## src/rtl/mem_min_scanner.sv

```systemverilog
// mem_min_scanner
//
// Bus initiator that walks a signed 32-bit word array in the shared data
// memory, tracks the running signed minimum and writes that minimum back to
// a destination word. The datapath and this block share the memory through
// an external mux selected by busy.
//
// Ports:
//   clk       rising-edge clock shared with the data memory
//   rst       asynchronous active-high reset
//   start     scan request, sampled only while idle
//   base_adr  byte address of element 0 (word-aligned)
//   count     number of elements to scan
//   dst_adr   byte address that receives the minimum (word-aligned)
//   adr       memory byte address
//   wdata     memory write data (to the memory d_in)
//   mrd       memory read enable
//   mwr       memory write enable
//   rdata     memory read data (from the memory d_out, combinational)
//   busy      high while a scan occupies the memory port
//   done      one-cycle completion pulse
//   min_val   signed minimum of the last completed scan
module mem_min_scanner #(
    parameter int CNT_W = 16
) (
    input  logic             clk,
    input  logic             rst,
    input  logic             start,
    input  logic [31:0]      base_adr,
    input  logic [CNT_W-1:0] count,
    input  logic [31:0]      dst_adr,
    output logic [31:0]      adr,
    output logic [31:0]      wdata,
    output logic             mrd,
    output logic             mwr,
    input  logic [31:0]      rdata,
    output logic             busy,
    output logic             done,
    output logic [31:0]      min_val
);

    typedef enum logic [1:0] {
        IDLE,
        READ,
        WRITE,
        DONE
    } state_t;

    state_t state;
    state_t state_next;

    logic [31:0]      base_r;
    logic [31:0]      dst_r;
    logic [CNT_W-1:0] cnt_r;
    logic [CNT_W-1:0] idx;
    logic [31:0]      min_r;
    logic             last_read;

    // cnt_r is never zero in READ, so the decrement cannot underflow. Comparing
    // against count-1 instead of count keeps a count of 2^CNT_W-1 in range.
    assign last_read = (idx == (cnt_r - CNT_W'(1)));

    always_ff @(posedge clk or posedge rst) begin
        if (rst) begin
            state <= IDLE;
        end else begin
            state <= state_next;
        end
    end

    // Bus outputs are decoded from the state and latched registers only, so
    // neither start nor rdata can reach adr/wdata/mrd/mwr combinationally.
    always_comb begin
        state_next = state;
        adr        = 32'd0;
        wdata      = 32'd0;
        mrd        = 1'b0;
        mwr        = 1'b0;
        busy       = 1'b0;
        done       = 1'b0;
        case (state)
            IDLE: begin
                if (start) begin
                    state_next = (count == '0) ? DONE : READ;
                end
            end
            READ: begin
                busy = 1'b1;
                mrd  = 1'b1;
                adr  = base_r + (32'(idx) << 2);
                if (last_read) begin
                    state_next = WRITE;
                end
            end
            WRITE: begin
                busy  = 1'b1;
                mwr   = 1'b1;
                adr   = dst_r;
                wdata = min_r;
                state_next = DONE;
            end
            DONE: begin
                busy = 1'b1;
                done = 1'b1;
                state_next = IDLE;
            end
            default: begin
                state_next = IDLE;
            end
        endcase
    end

    // Operands are captured once at acceptance so later input changes cannot
    // disturb a scan in flight. Equal elements keep the current minimum.
    always_ff @(posedge clk or posedge rst) begin
        if (rst) begin
            base_r  <= 32'd0;
            dst_r   <= 32'd0;
            cnt_r   <= '0;
            idx     <= '0;
            min_r   <= 32'd0;
            min_val <= 32'd0;
        end else begin
            case (state)
                IDLE: begin
                    if (start) begin
                        base_r <= base_adr;
                        dst_r  <= dst_adr;
                        cnt_r  <= count;
                        idx    <= '0;
                        min_r  <= 32'h7FFF_FFFF;
                        if (count == '0) begin
                            min_val <= 32'h7FFF_FFFF;
                        end
                    end
                end
                READ: begin
                    if ($signed(rdata) < $signed(min_r)) begin
                        min_r <= rdata;
                    end
                    idx <= idx + CNT_W'(1);
                end
                WRITE: begin
                    min_val <= min_r;
                end
                default: begin
                end
            endcase
        end
    end

endmodule

```

## config.mk

```make
export PLATFORM = sky130hd
export DESIGN_NAME = mem_min_scanner
export DESIGN_NICKNAME = d
export VERILOG_FILES = /design/src/rtl/mem_min_scanner.sv
export SDC_FILE = /design/constraint.sdc
export NUM_CORES = 1
export LEC_CHECK = 0
export ABC_CLOCK_PERIOD_IN_PS = 7800
export CAP_MARGIN = 25
export CORE_MARGIN = 1
export CORE_UTILIZATION = 30
export CTS_BUF_LIST = sky130_fd_sc_hd__clkbuf_4
export DETAILED_ROUTE_END_ITERATION = 12
export GPL_TIMING_DRIVEN = 0
export PLACE_DENSITY = 0.53
export SYNTH_ARGS = -nofsm -noshare
export SYNTH_HDL_FRONTEND = slang
export SYNTH_SLANG_ARGS = --single-unit
export TNS_END_PERCENT = 5
```

## constraint.sdc

```tcl
create_clock -name clk -period 7.8 [get_ports clk]
set_input_delay 1.17 -clock clk [delete_from_list [all_inputs] [get_ports clk]]
set_output_delay 1.17 -clock clk [all_outputs]
set_load 0.05 [all_outputs]
```

==> Yosys cells after proc, flatten, opt, wreduce, memory -nomap -nowiden <==
Index checks and enable logic that the tools add are counted.
{ "word_totals": {"reg_bits": 162, "in_bits": 115, "out_inout_bits": 100} }
{ "classes": {"reduce_logical": 10, "magnitude_cmp": 1, "n_addsub": 3, "mux": 18, "n_eq_ne": 8} }
{ "ops": {"columns": ["operator", "count"], "rows": [
  ["32-bit one-hot mux with 2 select lines", 3],
  ["32-bit 2-to-1 mux", 5],
  ["32-bit by 18-bit adder with 32-bit output", 1],
  ["32-bit < comparator", 1],
  ["16-bit one-hot mux with 2 select lines", 1],
  ["16-bit by 1-bit adder with 16-bit output (second input constant)", 1],
  ["16-bit equality test", 1],
  ["16-bit zero test", 1],
  ["16-bit 2-to-1 mux", 1],
  ["16-bit by 1-bit subtractor with 16-bit output (second input constant)", 1],
  ["2-bit inequality test (second input constant)", 4],
  ["2-bit one-hot mux with 4 select lines", 1],
  ["2-bit 2-to-1 mux", 3],
  ["2-bit AND reduction", 3],
  ["3-bit AND reduction", 2],
  ["2-bit equality test (second input constant)", 2],
  ["1-bit 2-to-1 mux", 4],
  ["2-bit nonzero test", 2],
  ["3-bit OR reduction", 1],
  ["2-bit by 1-bit equality test with 1-bit output (second input constant)", 1],
  ["2-bit zero test", 1]
]} }

==> Longest topological paths before layout <==
{ "logic_depth": {"ltp_word": 4, "ltp_mapped": 11, "depth_no_buf": 9} }

==> Worst setup path before layout <==
No wires, ideal clock.
{ "synth_path": {"path_kind": "reg-to-output", "start": "reg idx[0]", "end": "out adr[18]", "path_slack_ns": 3.223, "t_required_ns": 6.630, "arrival_time_ns": 3.407, "stages_incl_launch_ff": 10, "cell_sequence": "dfrtp_1 > ha_1 > fa_1 > a21oi_1 > o21ai_0 > a221oi_1 > o21ai_0 > a31o_2 > xnor2_1 > o21ai_0"} }
{ "synth_between": {"elab_chain_len": 2} }
{ "synth_rtl": {"columns": ["item", "line_no", "source"], "rows": [
  ["start: declaration", "55", "logic [CNT_W-1:0] idx;"],
  ["start signal: assignment", "141", "idx <= idx + CNT_W'(1);"],
  ["32-bit by 18-bit adder with 32-bit output", "90", "adr = base_r + (32'(idx) << 2);"],
  ["32-bit one-hot mux with 2 select lines", "81", "case (state)"],
  ["end: declaration", "32", "output logic [31:0] adr,"]
]} }
Every way passes these cells.

==> Worst setup path after layout <==
{ "layout_path": {"start": "reg idx[0]", "end": "out adr[22]"} }
The elaborated chain is that of the path after synthesis.

==> impl_metrics.yaml <==
outcome:
  status: "finished, final reports clean"
clocking:
  cts_tree: "done"
  numClockSinks: 162
  cts.htree.levels: 4
  insertion_delay_ns: 0.59
  ctsHoldBuffers: 0
  clockBufferDepth: 2
  numCtsBuffers: 17
  cts_setup_buffers: 0
  clockRootBuffer: "clkbuf_4"
  cts_resized: 0
  clkSlewWorstSetupHoldPaths_ns: 0.14
placement:
  portBuffers: 214
  routabilityCongestion: 0.816
  place_ws_ns: 2.73
  dp.cells: 1579
  hpwlAfterDp_mm: 22.2
setup_path:
  critical_path_class: "reg -> out"
  critPathArrivalTime_ns: 4.48
  r2r_end: "min_val[4]"
  required_ns: 6.63
  worstSetupStartpointType: "flip-flop"
  timing.rr.start: "state[1]"
  r2r_slack_ns: 4.55
  worst-r2r-cell-count: 11
  cp_max_fo: 8
  end_kind: "output pin"
cells_and_area:
  syn_to_final_growth_pct: 31.0
  regArea_sq_um: 4050
  fin_util: 0.400
  final_cells: 1613
  multi_input_area_sq_um: 5220
  drive_above_1_share: 0.117
  nNetsFinal: 1366
  nFillCells: 3187
die:
  rows: 65
  core_sq_um: 31600
  start_util: 0.306
  die_y_um: 182
  pin_count: 215
  dieArea_sq_um: 33000
  die_x_um: 182
global_routing:
  grt_use_met3: 0.0698
  first_global_vias: 8209
  use_met2: 0.296
  grt-busiest-layer: "met2"
  grt_max_degree: 102
  overflow: 0
  antenna_found_initial: 3
  grt_use_met1: 0.222
  grtUsageTotal: 0.181
  grt_pass1_wl_mm: 46.0
power_and_ir_drop:
  internal_power_uw: 1420
  pwr-share-seq: 0.456
  p_total_uw: 2120
  combinationalPowerShare: 0.279
  swShare: 0.330
  p_sw_uw: 700
  powerDensity_nw_per_um2: 167
  power.share.clock: 0.265
  ir_worst_vdd_uv: 128
  power_leakage_uw: 0.00618
drt:
  drc: 0
  routed_wl_mm: 29.1
  first_pass_iters: 4
  wl_per_cell_um: 18.1
  vias_per_cell: 4.94
  drt_iter0_markers: 331
  ant_nets: 0
  vias: 7964
sta:
  finClkSkew_ns: 0.0374
  fin_setup_tns_ns: 0
  slew_headroom: 0.432
  layout_min_cycle_time_ns: 5.65
  fmax_mhz: 177
  maxSlewViolCount: 0
  fin_ws_ns: 2.15
  tightest_slew_ns: 0.852
  rsz0062_at_grt: "false"
  fin_crit_sh: 0.724
  setup-violations-final: 0
  hold_viol: 0
run:
  max_cap_violations: 0
synthesis:
  netlist.area_leader.share: 0.419
  syn-num-nets: 1131
  synthArstFlopShare: 1.00
  ys_seq_area_frac: 0.419
  yosys.area.top_type: "dfrtp_1"
  syn_area_sq_um: 9670
  syn_avg_cell_area_sq_um: 10.1
  synthCells: 961
  synth_cell_type_count: 74
  synth_area_leaders: "dfrtp_1 42%, mux2_2 9.5%, ha_1 7.0%, mux2i_1 3.8%, a21oi_1 3.5%"
  yosys_warnings: 0
  synth_edf_count: 0
  synth_flop_cell: "dfrtp_1"
  ys_ff_latch: 162
min_path:
  hold_path_class: "reg -> reg"
  hold_depth: 1
  min_from: "min_val[25]"
  worstHoldEndpoint: "min_val[25]"
## flip-flops by register name, summed over array words and instances, names as in the netlist
signal	count
min_val	32
state	2
dst_r	32
idx	16
cnt_r	16
min_r	32
base_r	32
## kinds of logic (layout without fill, tap and decap cells)
family | count (synthesis) | count (layout) | synth area share
xor gates and xnor gates | 41 | 41 | 0.0371
buffers and inverters | 100 | 348 | 0.0411
DFF | 162 | 162 | 0.419
adders and majority gates | 55 | 55 | 0.0719
muxes | 120 | 120 | 0.135
and+or+nand+nor | 268 | 268 | 0.149
AOI/OAI and AO/OA | 215 | 215 | 0.146
other | 0 | 2 | 0
## cell usage after synthesis, types with 4 or more instances
cell type	n
a211oi_1	7
a21o_1	38
a21oi_1	68
a22oi_1	10
a2bb2oi_1	5
a31oi_1	5
and2_1	36
and3_1	14
clkbuf_1	39
dfrtp_1	162
ha_1	54
inv_1	50
mux2_2	82
mux2i_1	37
nand2_1	56
nand3_1	15
nand3b_1	5
nand4_1	19
nor2_1	61
nor2b_1	14
nor3_1	10
nor3b_1	5
nor4_1	6
o21a_1	5
o21ai_0	38
o31ai_1	4
or3_1	8
xnor2_1	27
xor2_1	14
## cell usage in the layout, fill, tap and decap left out, drive strengths merged, types with 14 or more instances in the layout
cell	n
mux2	82
mux2i	38
a21oi	68
dfrtp	162
inv	56
and3	14
nand2	56
clkbuf	56
ha	54
nor2b	14
o21ai	39
nor2	61
nand3	16
clkdlybuf4s50	214
a21o	38
xnor2	27
nand4	20
and2	36
xor2	14
## worst max path at each step
stage           start     endpoint  slack, ns  depth (start not counted)
5_1_grt        idx[0]      adr[22]       1.83                         11
4_1_cts        idx[0]      adr[22]       2.04                         11
3_5_place_dp   idx[0]      adr[22]       2.73                         11
6_report       idx[0]      adr[22]       2.15                         11
2_1_floorplan     rst    base_r[0]       2.25                          1
3_3_place_gp      rst  min_val[23]      -0.58                          2
## layout make-up
class | count | area share
Antenna cell | 2 | 0.000395
Buffer | 49 | 0.0163
Clock buffer | 17 | 0.0101
Clock inverter | 15 | 0.0142
Inverter | 51 | 0.0157
Multi-Input combinational cell | 699 | 0.412
Sequential cell | 162 | 0.320
Tap cell | 402 | 0.0397
Timing Repair Buffer | 216 | 0.172
## metrics by stage
step           hold slack [ns]  cell area, sq um
3_5_place_dp             0.464             12400
3_3_place_gp             0.458             12300
5_1_grt                  0.511             12700
6_report                 0.493             12700
4_1_cts                  0.497             12700
2_1_floorplan            0.471              9670
## power by group through the flow
stage                     Combinational [uW]  Sequential, uW  Clock, uW
after floorplan                          422             972          0
after global placement                   589             982          0
after detailed placement                 598             983          0
after CTS                                602             968        591
after global routing                     671             978        616
final                                    592             967        561
## worst max-delay path: stages, from the launching register on
cell and delay (ns):
dfrtp_1 0.51, ha_1 0.26, fa_1 0.44, a21oi_1 0.20
o21ai_0 0.15, a221oi_1 0.52, o21ai_0 0.28, a21bo_2 0.26
buf_2 0.18, mux2i_1 0.13, a211o_1 0.28, clkdlybuf4s50_1 0.70
## routing by layer
metal / share of wire / wire [um] / vias to the layer above
li1: - / - / 3885
met4: 0.011 / 333 / 4
met5: 0.00082 / 24 / -
met2: 0.46 / 13500 / 202
met3: 0.092 / 2670 / 23
met1: 0.43 / 12600 / 3850
Note: power is estimated with default switching activity, not from simulation.
